<file path="src/rtl/keypad_scanner_pkg.sv">
// Shared types and helpers for the keypad matrix scanner.
package keypad_scanner_pkg;

  typedef enum logic [1:0] {
    ST_DRIVE,
    ST_SAMPLE,
    ST_COMPARE,
    ST_EMIT
  } scan_state_e;

  localparam int unsigned SYNC_STAGES = 2;

  // Index width for n items, never narrower than one bit.
  function automatic int unsigned code_width(input int unsigned n);
    return (n <= 1) ? 1 : $clog2(n);
  endfunction

endpackage

</file>
<file path="src/rtl/sync_2ff.sv">
// Per-bit multi-flop synchroniser for asynchronous inputs; reset value is configurable.
module sync_2ff
  import keypad_scanner_pkg::*;
#(
  parameter int unsigned WIDTH     = 1,
  parameter int unsigned STAGES    = SYNC_STAGES,
  parameter logic        RESET_VAL = 1'b0
) (
  input  logic             clk_i,
  input  logic             rst_i,
  input  logic [WIDTH-1:0] d_i,
  output logic [WIDTH-1:0] q_o
);

  logic [WIDTH-1:0] stage_q [STAGES];

  always_ff @(posedge clk_i or posedge rst_i) begin
    if (rst_i) begin
      for (int unsigned i = 0; i < STAGES; i++) stage_q[i] <= {WIDTH{RESET_VAL}};
    end else begin
      stage_q[0] <= d_i;
      for (int unsigned i = 1; i < STAGES; i++) stage_q[i] <= stage_q[i-1];
    end
  end

  assign q_o = stage_q[STAGES-1];

endmodule

</file>
<file path="src/rtl/keypad_scanner.sv">
// Row-scanned key matrix with shared settle timer, scan-level debounce and event handshake.
// Define KEYPAD_SCANNER_RELEASE_EVENTS_EN to report key releases as events.
module keypad_scanner
  import keypad_scanner_pkg::*;
#(
  parameter int unsigned ROWS           = 4,
  parameter int unsigned COLS           = 4,
  parameter int unsigned SETTLE_CYCLES  = 16,
  parameter int unsigned DEBOUNCE_SCANS = 8,
  parameter logic        IDLE_LEVEL     = 1'b1,
  localparam int unsigned CW            = code_width(ROWS * COLS)
) (
  input  logic                 clk,
  input  logic                 rst,
  output logic [ROWS-1:0]      row_out,
  input  logic [COLS-1:0]      col_in,
  output logic                 event_valid,
  input  logic                 event_ready,
  output logic [CW-1:0]        event_code,
  output logic                 event_press,
  output logic [ROWS*COLS-1:0] pressed_map
);

  localparam int unsigned NKEYS = ROWS * COLS;
  localparam int unsigned RW    = code_width(ROWS);
  localparam int unsigned SW    = $clog2(SETTLE_CYCLES + 2);
  localparam int unsigned DW    = $clog2(DEBOUNCE_SCANS + 1);
  localparam logic [SW-1:0] SETTLE_LAST = SW'(SETTLE_CYCLES + 1);
  localparam logic [DW-1:0] STABLE_MAX  = DW'(DEBOUNCE_SCANS);
  localparam logic [RW-1:0] ROW_LAST    = RW'(ROWS - 1);
  localparam logic [CW-1:0] KEY_LAST    = CW'(NKEYS - 1);
`ifdef KEYPAD_SCANNER_RELEASE_EVENTS_EN
  localparam logic REL_EVENTS = 1'b1;
`else
  localparam logic REL_EVENTS = 1'b0;
`endif

  scan_state_e      state_q, state_d;
  logic [RW-1:0]    row_q, row_d;
  logic [SW-1:0]    settle_q, settle_d;
  logic [DW-1:0]    stable_q, stable_d, stable_new;
  logic [CW-1:0]    key_q, key_d;
  logic [NKEYS-1:0] raw_q, raw_d, prev_q, prev_d, map_q, map_d;
  logic             valid_q, valid_d, press_q, press_d, key_adv;
  logic [CW-1:0]    code_q, code_d;
  logic [COLS-1:0]  col_sync, col_act;

  sync_2ff #(
    .WIDTH    (COLS),
    .STAGES   (SYNC_STAGES),
    .RESET_VAL(IDLE_LEVEL)
  ) u_col_sync (
    .clk_i(clk),
    .rst_i(rst),
    .d_i  (col_in),
    .q_o  (col_sync)
  );

  assign col_act = IDLE_LEVEL ? ~col_sync : col_sync;

  always_ff @(posedge clk or posedge rst) begin
    if (rst) state_q <= ST_DRIVE;
    else     state_q <= state_d;
  end

  always_ff @(posedge clk or posedge rst) begin
    if (rst) begin
      row_q    <= '0;
      settle_q <= '0;
      stable_q <= '0;
      key_q    <= '0;
      raw_q    <= '0;
      prev_q   <= '0;
      map_q    <= '0;
      valid_q  <= 1'b0;
      code_q   <= '0;
      press_q  <= 1'b0;
    end else begin
      row_q    <= row_d;
      settle_q <= settle_d;
      stable_q <= stable_d;
      key_q    <= key_d;
      raw_q    <= raw_d;
      prev_q   <= prev_d;
      map_q    <= map_d;
      valid_q  <= valid_d;
      code_q   <= code_d;
      press_q  <= press_d;
    end
  end

  always_comb begin
    state_d    = state_q;
    row_d      = row_q;
    settle_d   = settle_q;
    stable_d   = stable_q;
    stable_new = '0;
    key_d      = key_q;
    raw_d      = raw_q;
    prev_d     = prev_q;
    map_d      = map_q;
    valid_d    = valid_q;
    code_d     = code_q;
    press_d    = press_q;
    key_adv    = 1'b0;
    case (state_q)
      ST_DRIVE: begin
        if (settle_q == SETTLE_LAST) begin
          settle_d = '0;
          state_d  = ST_SAMPLE;
        end else begin
          settle_d = settle_q + 1'b1;
        end
      end
      ST_SAMPLE: begin
        raw_d[32'(row_q)*COLS +: COLS] = col_act;
        if (row_q == ROW_LAST) begin
          state_d = ST_COMPARE;
        end else begin
          row_d   = row_q + 1'b1;
          state_d = ST_DRIVE;
        end
      end
      ST_COMPARE: begin
        if (raw_q != prev_q) begin
          prev_d     = raw_q;
          stable_new = '0;
        end else begin
          stable_new = (stable_q == STABLE_MAX) ? stable_q : stable_q + 1'b1;
        end
        stable_d = stable_new;
        if (stable_new == STABLE_MAX && raw_q != map_q) begin
          key_d   = '0;
          state_d = ST_EMIT;
        end else begin
          row_d   = '0;
          state_d = ST_DRIVE;
        end
      end
      ST_EMIT: begin
        // A presented event holds the walk at key_q until the consumer takes it.
        if (valid_q) begin
          if (event_ready) begin
            map_d[key_q] = raw_q[key_q];
            valid_d      = 1'b0;
            key_adv      = 1'b1;
          end
        end else if (raw_q[key_q] != map_q[key_q]) begin
          if (raw_q[key_q] || REL_EVENTS) begin
            valid_d = 1'b1;
            code_d  = key_q;
            press_d = raw_q[key_q];
          end else begin
            map_d[key_q] = 1'b0;
            key_adv      = 1'b1;
          end
        end else begin
          key_adv = 1'b1;
        end
        if (key_adv) begin
          if (key_q == KEY_LAST) begin
            row_d   = '0;
            state_d = ST_DRIVE;
          end else begin
            key_d = key_q + 1'b1;
          end
        end
      end
      default: state_d = ST_DRIVE;
    endcase
  end

  always_comb begin
    row_out = {ROWS{IDLE_LEVEL}};
    for (int unsigned r = 0; r < ROWS; r++) begin
      if (RW'(r) == row_q) row_out[r] = ~IDLE_LEVEL;
    end
    event_valid = valid_q;
    event_code  = code_q;
    event_press = press_q;
    pressed_map = map_q;
  end

endmodule

</file>
<file path="config.mk">
export PLATFORM = sky130hd
export DESIGN_NAME = keypad_scanner
export DESIGN_NICKNAME = d
export VERILOG_FILES = /design/src/rtl/keypad_scanner_pkg.sv /design/src/rtl/sync_2ff.sv /design/src/rtl/keypad_scanner.sv
export SDC_FILE = /design/constraint.sdc
export NUM_CORES = 1
export LEC_CHECK = 0
export CAP_MARGIN = 25
export CORE_ASPECT_RATIO = 0.6
export CORE_MARGIN = 4
export CORE_UTILIZATION = 53
export CTS_CLUSTER_SIZE = 25
export DETAILED_ROUTE_END_ITERATION = 12
export HOLD_SLACK_MARGIN = 0.15
export PLACE_DENSITY = 0.83
export SYNTH_ARGS = -nofsm -noshare
export SYNTH_HDL_FRONTEND = slang
export SYNTH_SLANG_ARGS = --single-unit
</file>
<file path="constraint.sdc">
create_clock -name clk -period 2.9 [get_ports clk]
set_input_delay 0.87 -clock clk [delete_from_list [all_inputs] [get_ports clk]]
set_output_delay 0.87 -clock clk [all_outputs]
set_load 0.03 [all_outputs]
</file>
== After elaboration in Yosys (flattened, before gate mapping) ==
Index checks and enable logic that the tools add are counted.

* Register bits: 79
* Input bits: 7
* Output and inout port bits: 26
* Word-level logic and storage cells: 104

* Add/subtract/negate cells: 5
* $lt $le $gt $ge: 2
* Eq/ne operators: 23
* Shift-type cells: 2
* Multiplexer cells: 42
* Bitwise logic cells: 4
* Reductions and logical operators: 13

{| class="wikitable"
|+ Operators with widths
! kind !! number
|-
| $mux 16 || 4
|-
| $neg 4->34 || 1
|-
| $shift 4x34->16 const A || 1
|-
| $shiftx 4x34->16 || 1
|-
| $bwmux 16 || 2
|-
| $ne 16x16->1 || 2
|-
| $mux 4 || 6
|-
| $ne 2x2->1 const B || 9
|-
| $and 16x16->16 || 1
|-
| $mux 1 || 16
|-
| $not 16->16 || 1
|-
| $mux 2 || 7
|-
| $eq 4x4->1 const B || 3
|-
| $reduce_and 4->1 || 3
|-
| $add 4x1->4 const B || 2
|-
| $bmux 1 s4 || 2
|-
| $pmux 2 s4 || 1
|-
| $pmux 4 s2 || 1
|-
| $eq 2x2->1 const B || 3
|-
| $pmux 2 s3 || 1
|-
| $add 5x1->5 const B || 1
|-
| $eq 5x5->1 const B || 1
|-
| $lt 4x5->1 const B || 1
|-
| $mux 5 || 1
|-
| 16 further kinds || 20
|}

== Logic depth before layout (Yosys ltp) ==
* Depth after elaboration: 9
* Depth in mapped cells: 10

== Modules after synthesis ==
Synthesis repeated with hierarchy kept, for this count alone.

* Cells, all modules: 355
* Area total of the unflattened synthesis: 4087.7 um^2

{| class="wikitable"
|+ By module, submodules not included
! module !! times used !! cells each !! area an instance (um^2) !! sequential area each (um^2)
|-
| keypad_scanner || 1 || 342 || 3843.7 || 1776.7
|-
| sync_2ff || 1 || 13 || 244.0 || 210.2
|}

== Worst setup path before layout ==
No wires, ideal clock.

* Path type: register to register
* From: register key_q[0]
* To: register map_q[3], in the netlist pressed_map[3]
* Setup time: 0.125 ns
* Arrival time: 2.771 ns
* Setup slack: 0.004 ns
* Stages on the path, launching flop included: 10
* Buffers on the path: 1
* Cells stage by stage: dfrtp_1 > buf_2 > mux4_2 > mux4_2 > inv_1 > ha_1 > nor2_1 > a21oi_1 > nor4_1 > mux2_2

* Longest elaborated chain between the ends: 9
* Elaborated cells on any way between the ends: 20
* Those cells by class: 2 x order compare; 2 x eq/ne; 11 x mux; 2 x bitwise; 3 x reduce/logical

{| class="wikitable"
|+ Ends and longest elaborated chain
! what !! RTL line !! RTL
|-
| from (decl) || keypad_scanner.sv:42 || <nowiki>logic [CW-1:0] key_q, key_d;</nowiki>
|-
| from (signal assigned) || keypad_scanner.sv:82 || <nowiki>key_q <= key_d;</nowiki>
|-
| $lt 4x5->1 (not written as such) / $ge 4x1->1 (equally long branches) || keypad_scanner.sv:144, keypad_scanner.sv:154 ||
|-
| $logic_and 1x1->1 (not written as such) || keypad_scanner.sv:144, keypad_scanner.sv:154 ||
|-
| $mux 1 (not written as such) || keypad_scanner.sv:144, keypad_scanner.sv:154 ||
|-
| $demux 1 s4 || keypad_scanner.sv:144, keypad_scanner.sv:154 ||
|-
| $not 16->16 (no line) || -- ||
|-
| $and 16x16->16 (no line) || -- ||
|-
| $mux 16 || keypad_scanner.sv:149 || <nowiki>if (raw_q[key_q] || REL_EVENTS) begin</nowiki>
|-
| $mux 16 || keypad_scanner.sv:148 || <nowiki>end else if (raw_q[key_q] != map_q[key_q]) begin</nowiki>
|-
| $mux 16 || keypad_scanner.sv:142 || <nowiki>if (valid_q) begin</nowiki>
|-
| to (signal assigned) || keypad_scanner.sv:85 || <nowiki>map_q <= map_d;</nowiki>
|-
| to (decl) || keypad_scanner.sv:43 || <nowiki>logic [NKEYS-1:0] raw_q, raw_d, prev_q, prev_d, map_q, map_d;</nowiki>
|}

Parallel ways exist; a longest one is shown, timed or not. The select of a mux whose other input is x is not followed.
A chain may end at the register's enable or synchronous reset.

== Worst setup path after layout ==
* From: register key_q[0]
* To: register map_q[2], in the netlist pressed_map[2]

The elaborated chain is that of the path after synthesis.

==> run metrics <==
Worst setup EP type flip-flop; number of antenna diodes 0; Root Driver clkbuf_16; Reg-to-Reg End pressed_map[2]; Final nets 476; pre-CTS setup slack -0.205 ns; Unique masters post-synth 48; largest area contributor in the netlist dfrtp_1; Final Worst Setup Slack 0.0584 ns; clk_skew 0.00274 ns; share of cells above drive strength 1 0.279; Syn Area/Cell 11.0 µm²; Worst Path Required 3.12 ns; wire per inst 18.8 µm; sequential area share after synthesis 0.481; Critical Path Start key_q[0]; largest cells by area after synthesis dfrtp_1, mux2_2, dfstp_2; area share of the leading cell type in the synthesized netlist 0.430; Post-CTS Hold Buffers 0; synth-to-layout area growth 28.1%; Pins Over Slew Limit 0; Hold WS 0.355 ns; Skew-Pair Late Insertion Delay 0.34 ns; Via-to-Cell Ratio 5.82; clock-pin slew on the worst setup and hold paths 0.06 ns; Post-route DRC 0; slew margin rel. 0.603; fin area 5300 µm²; H-tree depth 3; Top FF cell, synth dfrtp_1; GRT Overall Usage 0.244; final setup TNS 0 ns; Critical Path End pressed_map[2]; setup slack, reg-to-reg 0.06 ns; min Tclk post-route 2.84 ns; Clk pwr share 0.237; initial core utilization 0.557; CTS max path bufs 2; First-pass DRT Iterations 5; critical path's most frequent cell mux4_2; R2R Path Start key_q[0]; hold depth 0; Worst IR Drop VDD 0.551 mV; critical path, cell by cell mux4_2, mux4_2, inv_2, ha_1, nor2_4, a21oi_4, nor4_2, mux2_2; Mapped Nets 399; Post-synth EDFFs 0; critical path type flip-flop to flip-flop; Gate power share 0.439; gp weighted congestion 0.943; Cells after Synth 377; final setup fails 0; Crit Path Max Fanout 8; total net switching power 2.02 mW; Startpoint Class flip-flop; Cell Area, Synth 4130 µm²; arrival time worst endpoint 3.06 ns; Core Area 7420 µm²; Worst-Margin Slew 0.590 ns; Period Utilization, post-route 0.980; clk sinks 79; CTS tree yes; Ys Warns 0; final hold vios 0; Initial DRC Count 299; die height 76.4 µm; Max Freq 352 MHz; Switching Share 0.390; max incr delay on CP 0.52 ns; reg2reg path depth 8; # fillers 532; Worst Hold Class flip-flop to flip-flop; asr flop ratio synth 1.00; CP Depth 8; Final Util 0.714; RSZ-0062 raised after global routing true; first-pass GRT wire length 17500 µm; CP top delay family multiplexers; Crit-path slowest cell mux4_2; Routed Antenna Nets 0; pin count of the biggest net entering global routing 34; max-cap violations 0; CTS buffer count 9; Seq pwr share 0.323; chip width 122 µm; Port Buffer Count 32; die area 9320 µm²; aggregate global routing overflow 0; Pint 3.16 mW; #FFs+latches synth 79; I/O pins 33; Leak 2.45 nW; crit path buf inv count 1; Post-Route WL 10600 µm; count leader, synth dfrtp_1; via count 3275; Post-synth top cells dfrtp_1, nand2_1, mux2_2, o21ai_0, inv_1; status finished clean; antenna violations before repair 0; DPL Wire Length 8080 µm; DP Area 4890 µm²; PD cells 979 nW/µm²; row count 24; vias in the first global route 3387
-- cells in the final DEF, fill, tap and decap left out, types with 9 or more instances in the layout --
cell and instances:
dfrtp_1 69, clkdlybuf4s50_1 30, nand2_1 44, buf_4 43
nor2_1 12, clkbuf_16 9, o21ai_0 27, inv_1 18
a21oi_1 12, xnor2_1 18, mux2_2 32, xor2_1 17
mux4_2 9, ha_1 15
-- cell families (layout without fill, tap and decap cells) --
family	count (synthesis)	after routing	synth area share
flops	79	79	0.481
mux	45	45	0.146
fa+ha+maj	15	15	0.0454
xor+xnor	35	35	0.0742
buf+inv	31	113	0.0321
simple gates	107	107	0.129
compound gates	65	65	0.0926
-- worst min-delay path by stage --
stage | slack (ns) | endpoint | from
after floorplan | 0.35 | u_col_sync.q_o[0] | u_col_sync.stage_q[4]
after global placement | 0.35 | u_col_sync.q_o[0] | u_col_sync.stage_q[4]
after detailed placement | 0.35 | u_col_sync.q_o[3] | u_col_sync.stage_q[7]
after CTS | 0.36 | u_col_sync.q_o[3] | u_col_sync.stage_q[7]
after global routing | 0.36 | u_col_sync.q_o[2] | u_col_sync.stage_q[6]
final | 0.36 | u_col_sync.q_o[3] | u_col_sync.stage_q[7]
-- area by class of cell --
cell class                 instances  area [µm²]  area share
clock buffer                      13         260      0.0491
clock inverter                     3        65.1      0.0123
inverter                          20        75.1      0.0142
multi-input combinational        267        2090       0.394
sequential                        79        1990       0.376
tap                              104         130      0.0246
timing repair buffer              77         688       0.130
-- power groups by stage --
stage                     sequential, mW  clock, mW  combinational, mW
after global placement              1.65          0               2.09
after detailed placement            1.68          0               2.17
final                               1.67       1.23               2.28
after floorplan                     1.63          0               1.37
after CTS                           1.67       1.25               2.24
after global routing                1.72       1.31               2.46
-- what timing repair did --
item                                    4_1_cts  5_1_grt
pin swaps                                     1        1
endpoints found under the setup margin       12       27
resized for setup                            11       10
buffers inserted                              0        0
-- routing by layer --
metal / routed length (µm) / GRT usage / up-vias
met5: 0 / 0 / -
met4: 133 / 0.0604 / 0
met3: 896 / 0.0935 / 13
met2: 4670 / 0.350 / 126
met1: 4870 / 0.349 / 1642
li1: - / - / 1494
-- stage by stage --
stage / power, mW / std cells
finish: 5.18 / 563
global route: 5.48 / 563
CTS: 5.16 / 563
detailed placement: 3.85 / 547
global placement: 3.74 / 547
floorplan: 3.00 / 377
-- sequential cells by signal (all words and copies together), names as in the netlist --
| signal | flops |
|---|---|
| pressed_map | 16 |
| prev_q | 16 |
| raw_q | 16 |
| settle_q | 5 |
| event_code | 4 |
| key_q | 4 |
| stable_q | 4 |
| u_col_sync.q_o | 4 |
| u_col_sync.stage_q | 4 |
| row_q | 2 |
| state_q | 2 |
| event_press | 1 |
| event_valid | 1 |
Power figures use the tool's default switching activity.
==> edit 1 (same flow settings) <==
Set the parameter `COLS` to 5 (it was 4).
--- a/src/rtl/keypad_scanner.sv
+++ b/src/rtl/keypad_scanner.sv
@@ -4,7 +4,7 @@
   import keypad_scanner_pkg::*;
 #(
   parameter int unsigned ROWS           = 4,
-  parameter int unsigned COLS           = 4,
+  parameter int unsigned COLS           = 5,
   parameter int unsigned SETTLE_CYCLES  = 16,
   parameter int unsigned DEBOUNCE_SCANS = 8,
   parameter logic        IDLE_LEVEL     = 1'b1,
Interface: changed (resized col_in, event_code and pressed_map); port bits go from 33 to 39. No check against the original RTL was run, so the function may have changed too.
==> edit 1 against the unedited design <==
  * The run now ends with setup timing left
  * Area after synthesis is 23% higher
  * Clock skew is 0.0040 ns higher
  * Cell area is 20% higher
  * Hold slack hardly changed
  * Sequential cell count is 16 higher
  * Power is 2.7% lower
  * Critical endpoint is now pressed_map[9]
  * Wire length is 28% higher
  * Setup slack worse by 0.11 ns
==> edit 1: results (changes against the unedited design) <==
Synth
  • Post-synth cell types: 56 (+17%)
  • Number of standard cells after synthesis: 460 (+22%)
  • Share of synthesized area occupied by flip-flops and latches: 0.4707 (-0.009954)
  • Share of synthesized flip-flops with an asynchronous set or reset: 1.000 (unchanged)
  • Top post-synthesis cells by area: dfrtp_1, dfstp_2, xnor2_1, nand2_1, mux2_2
  • Synth top cells by count: dfrtp_1, nand2_1, o21ai_0, xnor2_1, mux2_2
  • Syn Nets: 483 (+21%)

Global route
  • Pin count of the biggest net entering global routing: 96 (+180%)
  • Antenna violations before repair: 0 (unchanged)
  • Total routing usage reported by global routing: 0.2515 (+0.007592)
  • First-pass GRT wire length: 21670 um (+24%)
  • Vias in the first global route: 4039 (+19%)

Routing
  • Highest Signal Layer: met4
  • Detailed-routed wire length on met2: 5922 um (+27%)
  • DRC marker count from the first detailed-route iteration: 408 (+36%)
  • Total Routed Length: 13500 um (+28%)
  • Met1 layer wirelength in the final routing: 6032 um (+24%)
  • Amount of wire on met3 after detailed routing: 1382 um (+54%)
  • Number of vias per cell: 5.870 (+0.91%)
  • Wirelength per Cell: 19.93 um (+6.2%)
  • First-pass iteration count of the detailed router: 7 (+2)

Run status
  • Run status: finished, violations left
  • Violated checks: setup timing

Clock network
  • H-tree lvl count: 3 (unchanged)
  • Clk buf depth: 2 (unchanged)
  • Root buf cell: clkbuf_16
  • Clk slew on worst S/H paths: 0.07 ns

Setup path
  • CP arrival: 3.19 ns (+0.13 ns)
  • Maximum net fanout on the critical path: 8 (unchanged)
  • Startpoint of the worst-slack reg-to-reg timing path: key_q[0]

STA
  • Worst hold slack after final layout: 0.3555 ns (+0.0002880 ns)
  • Worst-Margin Slew: 0.6681 ns (+0.07811 ns)
  • Min setup slack post-route: -0.05107 ns (-0.1095 ns)
  • Final setup violating endpoints: 14 (+14)
  • Total Neg Setup Slack: -0.2341 ns (-0.2341 ns)
  • Post-route clock skew: 0.006729 ns (+0.003990 ns)

Hold path
  • Startpoint of the worst hold path: u_col_sync.stage_q[5]
  • Worst min-delay path category: register to register

Power and ir drop
  • Largest vdd supply drop: 0.4828 mV (-12%)
  • Total leakage power: 2.792 nW (+14%)

Layout
  • Fraction of final layout cells with drive strength greater than 1: 0.2761 (-0.002816)
  • Nets: 565 (+19%)

Placement
  • Placed insts: 657 (+20%)
  • I/O Buffers: 38 (+19%)
  • Post-Place Setup Slack: -0.2097 ns (-0.004255 ns)
  • Placer Congestion: 0.9332 (-1.0%)
  • Detailed placement HPWL: 9877 um (+22%)
  • Placed standard-cell area: 0.005882 mm2 (+20%)
-- edit 1: power breakdown --
group          total (mW)  internal, mW  switching, mW
Sequential           1.81          1.52          0.288
Combinational        1.95         0.841           1.11
Clock                1.28         0.758          0.522
-- edit 1: final timing paths --
path	end	depth (start not counted)
worst max-delay path	pressed_map[9]	9
worst min-delay path	u_col_sync.q_o[0]	0
worst max register to register	pressed_map[9]	9
worst min register to register	u_col_sync.q_o[0]	0
max in group asynchronous	key_q[0]	3
min in group asynchronous	row_q[1]	3
-- edit 1: layer usage --
layer,global-route usage,vias up
met1,0.3599,1990
met2,0.3651,188
met4,0.07301,0
met5,0,-
met3,0.08313,16
li1,-,1780
-- edit 1: cell type report --
class,count,area [um2]
flip-flops and latches,95,2391
clock buffers,9,225.2
inverters,14,56.30
clock inverters,7,96.34
well taps,130,162.7
multi-input cells,337,2645
repair buffers,85,754.5
fillers,684,2925
-- edit 1: critical path, stage by stage, from the launching register on --
cell and delay [ns]:
dfrtp_2 0.43, mux4_2 0.52, mux4_2 0.47, a22oi_2 0.15, ha_1 0.27, nor2_2 0.13, nand2_2 0.10, o21a_4 0.32
nor2_4 0.14, mux2_4 0.30
-- edit 1: kinds of logic (layout without fill, tap and decap cells) --
logic type / Yosys count / in the layout / share of synthesized area
simple gates: 149 / 149 / 0.1567
buf+inv: 29 / 115 / 0.02859
fa+ha+maj: 15 / 15 / 0.03696
compound gates: 78 / 79 / 0.09833
mux: 51 / 51 / 0.1345
xor+xnor: 43 / 43 / 0.07417
flops: 95 / 95 / 0.4707
-- edit 1: timing repair --
item	4_1_cts	5_1_grt
hold buffers	0	0
pin swaps	11	6
buffers inserted	2	1
setup endpoints to repair	16	25
cloned	1	0
resized for setup	19	8
==> edit 2 (config.mk and constraints unchanged) <==
Made on the original files. Take the reset off `key_q` and load it in a clocked block of its own.
--- a/src/rtl/keypad_scanner.sv
+++ b/src/rtl/keypad_scanner.sv
@@ -68,7 +68,6 @@
       row_q    <= '0;
       settle_q <= '0;
       stable_q <= '0;
-      key_q    <= '0;
       raw_q    <= '0;
       prev_q   <= '0;
       map_q    <= '0;
@@ -79,7 +78,6 @@
       row_q    <= row_d;
       settle_q <= settle_d;
       stable_q <= stable_d;
-      key_q    <= key_d;
       raw_q    <= raw_d;
       prev_q   <= prev_d;
       map_q    <= map_d;
@@ -87,6 +85,10 @@
       code_q   <= code_d;
       press_q  <= press_d;
     end
+  end
+
+  always_ff @(posedge clk) begin
+    key_q <= key_d;
   end
 
   always_comb begin
Check against the original RTL: same outputs for any inputs over 10 cycles, from zero or initial values and one cycle with rst high; that may be too few to reach the edited logic, so the function may still have changed.
==> edit 2 against the unedited design <==
  * The flow now finishes with violations (setup timing)
  * Setup slack worse by 0.12 ns
  * Critical path depth increased by 2
  * Area after synthesis increased by 3.3%
  * Sequential power shrank 4%
  * Power down 8.3%
  * Wire length rose by 8.9%
  * Count of clock-buffer cells in the layout fell by 1
  * Cell area rose by 2.7%
  * Sequential cell count stayed put
  * Die area is 3.0% higher
  * Highest routed layer unchanged
==> edit 2: results (changes against the unedited design) <==
Run status
  • Run status: finished, violations left
  • Violated checks: setup timing

Global route
  • First-pass GRT wire length: 17480 um (-0.12%)
  • Total routing usage reported by global routing: 0.2438 (about the same)
  • Global routing usage on met2: 0.3466 (-0.003039)
  • Pin count of the biggest net entering global routing: 76 (+120%)
  • Antenna violations before repair: 0 (unchanged)
  • Global-route track usage on met1: 0.3523 (+0.003520)
  • M3 GR Usage: 0.08012 (-0.01336)

Power and ir drop
  • Largest vdd supply drop: 0.5808 mV (+5.4%)
  • Switching component of the power: 1.858 mW (-8.1%)
  • Total leakage power: 2.513 nW (+2.6%)

STA
  • Post-route clock skew: 0.007037 ns (+0.004299 ns)
  • Worst-Margin Slew: 0.5721 ns (-0.01782 ns)
  • Final setup violating endpoints: 4 (+4)
  • Worst hold slack after final layout: 0.3554 ns (+0.0001410 ns)
  • Min setup slack post-route: -0.06443 ns (-0.1228 ns)
  • Total Neg Setup Slack: -0.1426 ns (-0.1426 ns)

Layout
  • Nets: 478 (+0.42%)
  • Fraction of final layout cells with drive strength greater than 1: 0.2950 (+0.01614)
  • Layout Cells excl Fill: 569 (+1.1%)
  • Number of inserted filler cells in the final layout: 525 (-1.3%)

Synth
  • XOR/XNOR share of the synthesized area: 0.07176 (-0.002389)
  • Syn Nets: 400 (+0.25%)
  • Mean instance size in the synthesized netlist: 11.30 um2 (+3.1%)
  • Share of the synthesized area in compound gates (AO/OA/AOI/OAI): 0.1016 (+0.009025)
  • Count of flip-flops with a built-in enable after synthesis: 4 (+4)
  • Synth top cells by count: dfrtp_1, nand2_1, mux2_2, xnor2_1, xor2_1
  • Adder-cell share of the synthesized area: 0.04394 (-0.001463)
  • Share of synthesized flip-flops with an asynchronous set or reset: 0.9494 (-0.05063)

Routing
  • Wirelength per Cell: 20.23 um (+7.7%)
  • Number of vias per cell: 6.012 (+3.4%)
  • Met1 layer wirelength in the final routing: 5022 um (+3.1%)
  • Amount of wire on met3 after detailed routing: 1112 um (+24%)
  • DRC marker count from the first detailed-route iteration: 345 (+15%)
  • Detailed-routed wire length on met2: 5136 um (+10%)

Setup path
  • Family with the most delay on the worst path: compound AO/OA/AOI/OAI gates
  • CP arrival: 3.19 ns (+0.13 ns)
  • Reg2Reg Depth: 10 (+2)
  • Startpoint of the worst-slack reg-to-reg timing path: key_q[1]
  • Critical register-to-register path endpoint: row_q[0]
  • Slowest cell on the critical path: edfxtp_1

Placement
  • Placer Congestion: 0.9822 (+4.2%)
  • Detailed placement HPWL: 8041 um (-0.46%)

Clock network
  • CTS-repair resized insts: 4 (-7)
## edit 2: changes by cell type after synthesis, sizes merged, moves of 3 or more
cell     before  now
mux2         32   37
o2111ai       0    4
or4           6    1
clkbuf        5    9
inv          20   14
nor2b         3   12
a21boi        1    4
dfrtp        71   67
edfxtp        0    4
a21oi        14    9
o41ai         1   12
o21ai        30   14
## edit 2: area by class of cell
type                            count  area [um2]  area share
Tap cell                          108       135.1     0.02483
Multi-Input combinational cell    270        2225      0.4088
Clock inverter                      4       25.02    0.004599
Clock buffer                       12       277.8     0.05105
Sequential cell                    79        2008      0.3691
Timing Repair Buffer               82       718.2      0.1320
Inverter                           14       52.55    0.009657
## edit 2: power groups by stage
stage	clock network (mW)	logic [mW]	registers (mW)
floorplan	0	1.28	1.62
global placement	0	1.87	1.59
detailed placement	0	1.94	1.60
CTS	1.13	1.95	1.59
global route	1.19	2.18	1.64
finish	1.12	2.02	1.61
